--- src/rtl/pipeline_run_ctrl.sv ---
// ---------------------------------------------------------------------------
// pipeline_run_ctrl
//
// Run/step/halt controller for a 5-stage pipeline. It decides when the
// pipeline stage registers and the PC may be written, flushes wrong-path
// work on a taken branch, drains the instructions that are still in flight
// behind a HALT, and counts the cycles in which the pipeline advanced.
//
// Parameters
//   NBITS         width of the enabled-cycle counter
//   DRAIN_CYCLES  cycles needed to retire the instructions in ID..WB once a
//                 HALT has been seen in ID (must be >= 1)
//
// Ports
//   i_clk            clock; all state updates on the rising edge
//   i_reset          asynchronous reset, active low
//   i_run            level request for continuous execution
//   i_step           one-cycle pulse requesting a single pipeline advance
//   i_clear          one-cycle pulse: HALTED -> IDLE, zeroes the counter
//                    (only honoured in IDLE or HALTED)
//   i_halt_detected  a HALT opcode currently sits in ID
//   i_branch_taken   taken-branch indication from the EX/MEM register
//   o_enable         write-enable for every pipeline stage register
//   o_pc_enable      write-enable for the PC
//   o_flush          zero the control fields of IF/ID, ID/EX and EX/MEM
//   o_halted         controller is parked in HALTED
//   o_busy           controller is in RUN, STEP or DRAIN
//   o_cycle_count    saturating count of cycles with o_enable = 1
//
// o_enable, o_halted and o_busy come straight from flops so they are stable
// well before the falling edge on which the stage registers latch.
// o_pc_enable and o_flush must react to ID / EX-MEM in the same cycle, so
// they are a thin combinational gate on top of the registered enable.
// ---------------------------------------------------------------------------
module pipeline_run_ctrl #(
    parameter int NBITS        = 32,
    parameter int DRAIN_CYCLES = 4
) (
    input  logic             i_clk,
    input  logic             i_reset,
    input  logic             i_run,
    input  logic             i_step,
    input  logic             i_clear,
    input  logic             i_halt_detected,
    input  logic             i_branch_taken,
    output logic             o_enable,
    output logic             o_pc_enable,
    output logic             o_flush,
    output logic             o_halted,
    output logic             o_busy,
    output logic [NBITS-1:0] o_cycle_count
);

    // Drain counter is wide enough to hold DRAIN_CYCLES itself.
    localparam int DW = (DRAIN_CYCLES > 1) ? $clog2(DRAIN_CYCLES + 1) : 1;

    localparam logic [DW-1:0]    DRAIN_LOAD = DW'(DRAIN_CYCLES);
    localparam logic [DW-1:0]    DRAIN_LAST = DW'(32'd1);
    localparam logic [DW-1:0]    DRAIN_ZERO = {DW{1'b0}};
    localparam logic [NBITS-1:0] COUNT_MAX  = {NBITS{1'b1}};
    localparam logic [NBITS-1:0] COUNT_ZERO = {NBITS{1'b0}};
    localparam logic [NBITS-1:0] COUNT_ONE  = NBITS'(1'b1);

    typedef enum logic [2:0] {
        ST_IDLE   = 3'd0,
        ST_RUN    = 3'd1,
        ST_STEP   = 3'd2,
        ST_DRAIN  = 3'd3,
        ST_HALTED = 3'd4
    } state_t;

    // Origin of a drain: which state to resume if the HALT turns out to be
    // on the wrong path of a taken branch.
    localparam logic ORIGIN_RUN  = 1'b0;
    localparam logic ORIGIN_STEP = 1'b1;

    state_t           state_r;
    state_t           state_next_s;
    logic [DW-1:0]    drain_cnt_r;
    logic [DW-1:0]    drain_next_s;
    logic             origin_r;
    logic             origin_next_s;
    logic             enable_r;
    logic             halted_r;
    logic             busy_r;
    logic [NBITS-1:0] count_r;
    logic             clear_ok_s;
    logic             pc_enable_s;
    logic             flush_s;

    // Saturating increment: the counter sticks at all-ones instead of wrapping.
    function automatic logic [NBITS-1:0] sat_inc(input logic [NBITS-1:0] value);
        logic [NBITS-1:0] result;
        if (value == COUNT_MAX) begin
            result = value;
        end else begin
            result = value + COUNT_ONE;
        end
        return result;
    endfunction

    // States in which the pipeline registers advance.
    function automatic logic advances(input state_t s);
        logic result;
        case (s)
            ST_RUN:   result = 1'b1;
            ST_STEP:  result = 1'b1;
            ST_DRAIN: result = 1'b1;
            default:  result = 1'b0;
        endcase
        return result;
    endfunction

    // Next-state, drain-counter and origin selection.
    always_comb begin
        state_next_s  = state_r;
        drain_next_s  = drain_cnt_r;
        origin_next_s = origin_r;
        case (state_r)
            ST_IDLE: begin
                // Continuous run wins over a single step when both arrive.
                if (i_run) begin
                    state_next_s = ST_RUN;
                end else if (i_step) begin
                    state_next_s = ST_STEP;
                end else begin
                    state_next_s = ST_IDLE;
                end
            end
            ST_RUN: begin
                // A HALT in ID takes priority over i_run being dropped.
                if (i_halt_detected) begin
                    state_next_s  = ST_DRAIN;
                    drain_next_s  = DRAIN_LOAD;
                    origin_next_s = ORIGIN_RUN;
                end else if (!i_run) begin
                    state_next_s = ST_IDLE;
                end else begin
                    state_next_s = ST_RUN;
                end
            end
            ST_STEP: begin
                // Exactly one advance; further i_step pulses are not looked at.
                if (i_halt_detected) begin
                    state_next_s  = ST_DRAIN;
                    drain_next_s  = DRAIN_LOAD;
                    origin_next_s = ORIGIN_STEP;
                end else begin
                    state_next_s = ST_IDLE;
                end
            end
            ST_DRAIN: begin
                // A taken branch behind the HALT means the HALT was fetched on
                // the wrong path: it gets flushed, so resume where we came from.
                if (i_branch_taken) begin
                    state_next_s = (origin_r == ORIGIN_STEP) ? ST_IDLE : ST_RUN;
                    drain_next_s = DRAIN_ZERO;
                end else if (drain_cnt_r <= DRAIN_LAST) begin
                    // "<=" also recovers from a corrupted zero count.
                    state_next_s = ST_HALTED;
                    drain_next_s = DRAIN_ZERO;
                end else begin
                    state_next_s = ST_DRAIN;
                    drain_next_s = drain_cnt_r - DRAIN_LAST;
                end
            end
            ST_HALTED: begin
                if (i_clear) begin
                    state_next_s = ST_IDLE;
                end else begin
                    state_next_s = ST_HALTED;
                end
            end
            default: begin
                // Unreachable encodings fall back to a safe parked state.
                state_next_s  = ST_IDLE;
                drain_next_s  = DRAIN_ZERO;
                origin_next_s = ORIGIN_RUN;
            end
        endcase
    end

    // Counter clear is honoured only while the pipeline is not advancing.
    always_comb begin
        case (state_r)
            ST_IDLE:   clear_ok_s = i_clear;
            ST_HALTED: clear_ok_s = i_clear;
            default:   clear_ok_s = 1'b0;
        endcase
    end

    // FSM state plus registered Moore outputs derived from the next state.
    always_ff @(posedge i_clk or negedge i_reset) begin
        if (!i_reset) begin
            state_r     <= ST_IDLE;
            drain_cnt_r <= DRAIN_ZERO;
            origin_r    <= ORIGIN_RUN;
            enable_r    <= 1'b0;
            halted_r    <= 1'b0;
            busy_r      <= 1'b0;
        end else begin
            state_r     <= state_next_s;
            drain_cnt_r <= drain_next_s;
            origin_r    <= origin_next_s;
            enable_r    <= advances(state_next_s);
            halted_r    <= (state_next_s == ST_HALTED);
            busy_r      <= advances(state_next_s);
        end
    end

    // Saturating count of cycles in which the pipeline advanced.
    always_ff @(posedge i_clk or negedge i_reset) begin
        if (!i_reset) begin
            count_r <= COUNT_ZERO;
        end else if (clear_ok_s) begin
            count_r <= COUNT_ZERO;
        end else if (enable_r) begin
            count_r <= sat_inc(count_r);
        end else begin
            count_r <= count_r;
        end
    end

    // Same-cycle gating: the PC freezes as soon as a HALT reaches ID and for
    // the whole drain; a taken branch flushes only while stages advance.
    always_comb begin
        if (enable_r && !i_halt_detected && (state_r != ST_DRAIN)) begin
            pc_enable_s = 1'b1;
        end else begin
            pc_enable_s = 1'b0;
        end
        if (enable_r && i_branch_taken) begin
            flush_s = 1'b1;
        end else begin
            flush_s = 1'b0;
        end
    end

    assign o_enable      = enable_r;
    assign o_pc_enable   = pc_enable_s;
    assign o_flush       = flush_s;
    assign o_halted      = halted_r;
    assign o_busy        = busy_r;
    assign o_cycle_count = count_r;

endmodule

--- config.mk ---
export PLATFORM = sky130hd
export DESIGN_NAME = pipeline_run_ctrl
export DESIGN_NICKNAME = d
export VERILOG_FILES = /design/src/rtl/pipeline_run_ctrl.sv
export SDC_FILE = /design/constraint.sdc
export NUM_CORES = 1
export LEC_CHECK = 0
export CORE_MARGIN = 1.5
export CORE_UTILIZATION = 50
export DETAILED_ROUTE_END_ITERATION = 8
export PLACE_DENSITY = 0.78
export SYNTH_ARGS = -nofsm -noshare
export SYNTH_HDL_FRONTEND = slang
export SYNTH_SLANG_ARGS = --single-unit
--- constraint.sdc ---
create_clock -name i_clk -period 2.8 [get_ports i_clk]
set_clock_uncertainty 0.1 [all_clocks]
set_input_delay 0.7 -clock i_clk [delete_from_list [all_inputs] [get_ports i_clk]]
set_output_delay 0.7 -clock i_clk [all_outputs]
set_load 0.03 [all_outputs]
After elaboration in Yosys (flattened, before gate mapping)
Index checks and enable logic that the tools add are counted.
{"block": "totals", "register_bits": 41, "out_inout_bits": 37}
{"block": "classes", "n_addsub": 2, "magnitude_cmp": 1, "eq_ne": 14, "n_mux": 24, "bitwise": 2, "n_reduce_logical": 13}
{"cell": "32-bit 2-to-1 mux", "n": 3}
{"cell": "32-bit by 1-bit adder with 32-bit output (second input constant)", "n": 1}
{"cell": "32-bit == test (second input constant)", "n": 1}
{"cell": "3-bit 2-to-1 mux", "n": 6}
{"cell": "3-bit case mux with 5 select lines", "n": 1}
{"cell": "3-bit by 2-bit == test with 1-bit output (second input constant)", "n": 4}
{"cell": "3-bit case mux with 3 select lines", "n": 1}
{"cell": "1-bit 2-to-1 mux", "n": 8}
{"cell": "2-bit 2-to-1 mux", "n": 4}
{"cell": "3-bit by 1-bit == test with 1-bit output (second input constant)", "n": 2}
{"cell": "3-bit == test (second input constant)", "n": 2}
{"cell": "2-bit != test (second input constant)", "n": 3}
{"cell": "3-bit OR reduction", "n": 2}
{"cell": "2-bit AND reduction", "n": 2}
{"cell": "2-bit OR reduction", "n": 2}
{"cell": "3-bit by 1-bit <= comparator with 1-bit output (second input constant)", "n": 1}
{"cell": "1-bit logical AND", "n": 3}
{"cell": "3-bit zero test", "n": 1}
{"cell": "3-bit by 2-bit != test with 1-bit output (second input constant)", "n": 1}
{"cell": "1-bit case mux with 3 select lines", "n": 1}
{"cell": "3-bit AND reduction", "n": 1}
{"cell": "3-bit by 1-bit subtractor with 3-bit output (second input constant)", "n": 1}
{"cell": "2-bit by 1-bit != test with 1-bit output (second input constant)", "n": 1}
{"cell": "1-bit inverter", "n": 2}
{"cell": "2 further kinds", "n": 2}

Depth between registers and ports, before layout
{"block": "depth", "depth_word": 7, "mapped_depth": 8, "depth_no_buf": 6}

Worst setup path before layout
OpenSTA, ideal clock, no wires.
{"block": "synth_timing", "path_type": "register -> register", "startpoint": "register count_r[8] (netlist: o_cycle_count[8])", "endpoint": "register count_r[30] (netlist: o_cycle_count[30])", "arrival_ns": 2.456, "setup_slack_ns": 0.166, "path_stages_with_launch": 7, "path_buffers": 1, "period_less_slack_ns": 2.634, "cell_sequence": "dfrtp_1 nand4_4 or4_4 or4_1 buf_2 or4_1 a21oi_1"}
{"block": "synth_via", "elab_chain_len": 4, "elab_cells_between_ends": 7, "cone_classes": "1 x add/sub; 2 x eq/ne; 3 x mux; 1 x reduce/logical"}
{"element": "from (decl)", "line": "86", "rtl": "logic [NBITS-1:0] count_r;"}
{"element": "from (signal assigned)", "line": "218", "rtl": "count_r <= sat_inc(count_r);"}
{"element": "from (signal assigned)", "line": "220", "rtl": "count_r <= count_r;"}
{"element": "32-bit by 1-bit adder with 32-bit output", "line": "97", "rtl": "result = value + COUNT_ONE;"}
{"element": "32-bit 2-to-1 mux", "line": "94", "rtl": "if (value == COUNT_MAX) begin"}
{"element": "32-bit 2-to-1 mux", "line": "217", "rtl": "end else if (enable_r) begin"}
{"element": "32-bit 2-to-1 mux", "line": "215", "rtl": "end else if (clear_ok_s) begin"}
Parallel ways exist; a longest one is shown, timed or not. The select of a mux whose other input is x is not followed.
A chain may end at the register's enable or synchronous reset.

Worst setup path in the final report
{"block": "layout_timing", "startpoint": "register count_r[0] (netlist: o_cycle_count[0])", "endpoint": "register count_r[28] (netlist: o_cycle_count[28])"}
Same word-level chain as after synthesis.

==> results.txt <==
Status = finished clean
Setup slack, reg-to-reg = 0.20 ns
Pre-antenna DRT Iters = 4
Num ports = 44
Hpwl dp = 3770 um
Worst skew pair latency = 0.30 ns
Max VDD drop = 493 uV
Critical Path RT = 2.92 ns
WL final = 5230 um
Register area = 0.00103 mm2
Gpl congestion = 0.899
Syn nets = 260
Crit-path max cell delay = 0.56 ns
Clk slew on worst S/H paths = 0.08 ns
Ys flop type = dfrtp_1
Worst hold path stage count = 1
Largest net degree at the start of global routing = 42
Initial antenna violation count = 0
YS warnings = 0
Die area = 0.00493 mm2
DIE WIDTH = 70.2 um
Slowest-stage cell, CP = or4_1
Final Critical Period = 2.60 ns
Total of max-cap violations = 0
Worst-Margin Slew = 0.890 ns
Sequential area share after synthesis = 0.454
Flop and latch count out of synthesis = 41
Vias in the first global route = 1908
Cell Area, Synth = 0.00226 mm2
Initial Util = 0.519
Row count = 24
Worst Path Max Fanout = 7
Die height = 70.2 um
# H-tree levels = 2
Fin crit share = 0.928
Routing usage on met3 = 0.0548
Final setup fails = 0
P_leak = 0.00113 uW
Cts hold-fix bufs = 0
Multi-input logic area = 0.00116 mm2
Hold endpoint = drain_cnt_r[2]$_DFFE_PN0P_
DRT antenna net count = 0
Syn_area_per_cell = 9.04 um2
GR Layer Usage met2 = 0.381
Clock tree buffer depth = 2
Fillers = 394
Share of post-route cells with drive strength above 1 = 0.0872
Met1 usage = 0.299
R2R Path End = o_cycle_count[28]$_DFFE_PN0P_
Hold Vio Cnt, Final = 0
Max-slew violation count = 0
CTS tree = done
Worst path most repeated cell = or4_1
Nets = 307
Congestion Overflow GR = 0
Vias post-DR = 2071
1st-iter DRT viols = 133
Core area = 0.00435 mm2
Unrepaired setup endpoints after global routing = false
Arrival @ worst endpoint = 2.72 ns
CTS Sinks = 41
Hold Startpoint = drain_cnt_r[2]$_DFFE_PN0P_
Root buf cell = clkbuf_8
Most used routing layer = met2
Post-synth EDFFs = 0
Path type of the worst setup path = flop to flop
DRC = 0
Post-CTS setup buffers = 0
RR Startpoint = o_cycle_count[0]$_DFFE_PN0P_
Avg WL per Cell = 15.0 um
Worst min-delay path class = flop to flop
Area grow syn2layout = 27.0%
Endpoint class of the critical path = flop
Via density = 5.92
GRT Util Overall = 0.230
Reg2reg path depth = 6
Max Clk Rate = 385 MHz
Post-synthesis cell type count = 45
Total power = 1880 uW
Synth Instances = 250
CP Cell Sequence = ha_1, nand3_1, or3_1, or4_1, or4_1, a21oi_1
First-pass GRT wire length = 9060 um
Antenna cells = 0
Post-CTS sizing = 0
Setup TNS = 0 ns
Startpoint types = flop
Port bufs = 43
Pwr/cell area = 657 mW/mm2
Synth async-reset ratio = 1.00
Slew HR = 0.407
Num CTS Buffers = 5
worst max-delay path by stage:
| stage | from | cells after the start | to | slack [ns] |
|---|---|---|---|---|
| after global placement | o_cycle_count[8]$_DFFE_PN0P_ | 5 | o_cycle_count[30]$_DFFE_PN0P_ | 0.29 |
| after global routing | o_cycle_count[0]$_DFFE_PN0P_ | 6 | o_cycle_count[30]$_DFFE_PN0P_ | 0.07 |
| final | o_cycle_count[0]$_DFFE_PN0P_ | 6 | o_cycle_count[28]$_DFFE_PN0P_ | 0.20 |
| after detailed placement | o_cycle_count[8]$_DFFE_PN0P_ | 5 | o_cycle_count[28]$_DFFE_PN0P_ | 0.23 |
| after CTS | o_cycle_count[8]$_DFFE_PN0P_ | 5 | o_cycle_count[28]$_DFFE_PN0P_ | 0.21 |
| after floorplan | o_cycle_count[8]$_DFFE_PN0P_ | 6 | o_cycle_count[30]$_DFFE_PN0P_ | 0.17 |
power by group:
group	internal (uW)	switching, uW	total, uW	leakage [uW]
registers	667	102	770	0.000555
clock network	291	198	489	0.0000585
logic	227	399	626	0.000516
total	1180	700	1880	0.00113
cell families after synthesis:
logic type	synth area share
adders and majority gates	0.0166
DFF	0.454
buffers and inverters	0.0316
xor gates and xnor gates	0.0349
muxes	0.00886
AOI/OAI and AO/OA	0.170
and+or+nand+nor	0.284
stage by stage:
| step | instance area (um2) | instances | hold slack (ns) | setup WS, ns | util |
|---|---|---|---|---|---|
| after floorplan | 2260 | 250 | 0.304 | 0.166 | - |
| after global placement | 2750 | 342 | 0.391 | 0.294 | 0.632 |
| after detailed placement | 2750 | 342 | 0.398 | 0.233 | 0.632 |
| after CTS | 2870 | 350 | 0.415 | 0.212 | 0.659 |
| after global routing | 2870 | 350 | 0.451 | 0.0682 | 0.659 |
| final | 2870 | 350 | 0.411 | 0.201 | 0.659 |
synthesized netlist by cell type (all sizes together) (2+ instances only):
cell / n / area [um2]
o31ai: 6 / 45.0
or4: 13 / 103
mux2i: 2 / 20.0
ha: 3 / 37.5
and3: 3 / 18.8
xnor2: 6 / 52.6
inv: 7 / 26.3
xor2: 3 / 26.3
nand3: 14 / 70.1
buf: 4 / 22.5
nand4: 8 / 71.3
nand2b: 3 / 18.8
o21ai: 18 / 90.1
or3: 12 / 75.1
a211oi: 3 / 22.5
clkbuf: 6 / 22.5
nand2: 18 / 67.6
nor4: 4 / 31.3
a21oi: 28 / 140
nor2: 19 / 71.3
and2: 4 / 25.0
nor3: 6 / 30.0
o211ai: 3 / 22.5
or2: 2 / 12.5
dfrtp: 41 / 1030
state kept, by name, indices dropped and copies added, names as in the netlist:
name	flops
o_cycle_count	32
drain_cnt_r	3
state_r	3
o_busy	1
o_halted	1
origin_r	1
area by class of cell:
| type | count | area share |
|---|---|---|
| Multi-Input combinational cell | 192 | 0.405 |
| Tap cell | 52 | 0.0227 |
| Sequential cell | 41 | 0.358 |
| Clock buffer | 7 | 0.0301 |
| Timing Repair Buffer | 50 | 0.165 |
| Clock inverter | 1 | 0.0105 |
| Inverter | 7 | 0.00916 |
cells in the final DEF (no fill, tap or decap), drive strengths merged, types with 2 or more instances in the layout:
cell type and instances:
nor2 19, a211oi 3, o31ai 6, dfrtp 41
and3 3, inv 7, clkdlybuf4s50 40, o211ai 3
xnor2 6, nand3 14, nand4 8, o21ai 18
clkbuf 7, nor4 4, nor3 6, nand2 18
xor2 3, or3 12, a21oi 28, or2 2
and2 4, buf 10, or4 13, nand2b 3
mux2i 2, ha 3
critical path: cells and delay by family (launching register included):
family          cells  cell delay, ns
simple gates        4            1.58
fa+ha+maj           1            0.24
flops               1            0.45
compound gates      1            0.17
layer usage:
layer	up-vias	part of all wire
met5	-	0
met4	0	0.013
met3	6	0.055
met2	60	0.50
met1	983	0.43
li1	1022	-
No activity file was read; power rests on OpenSTA's default activity.
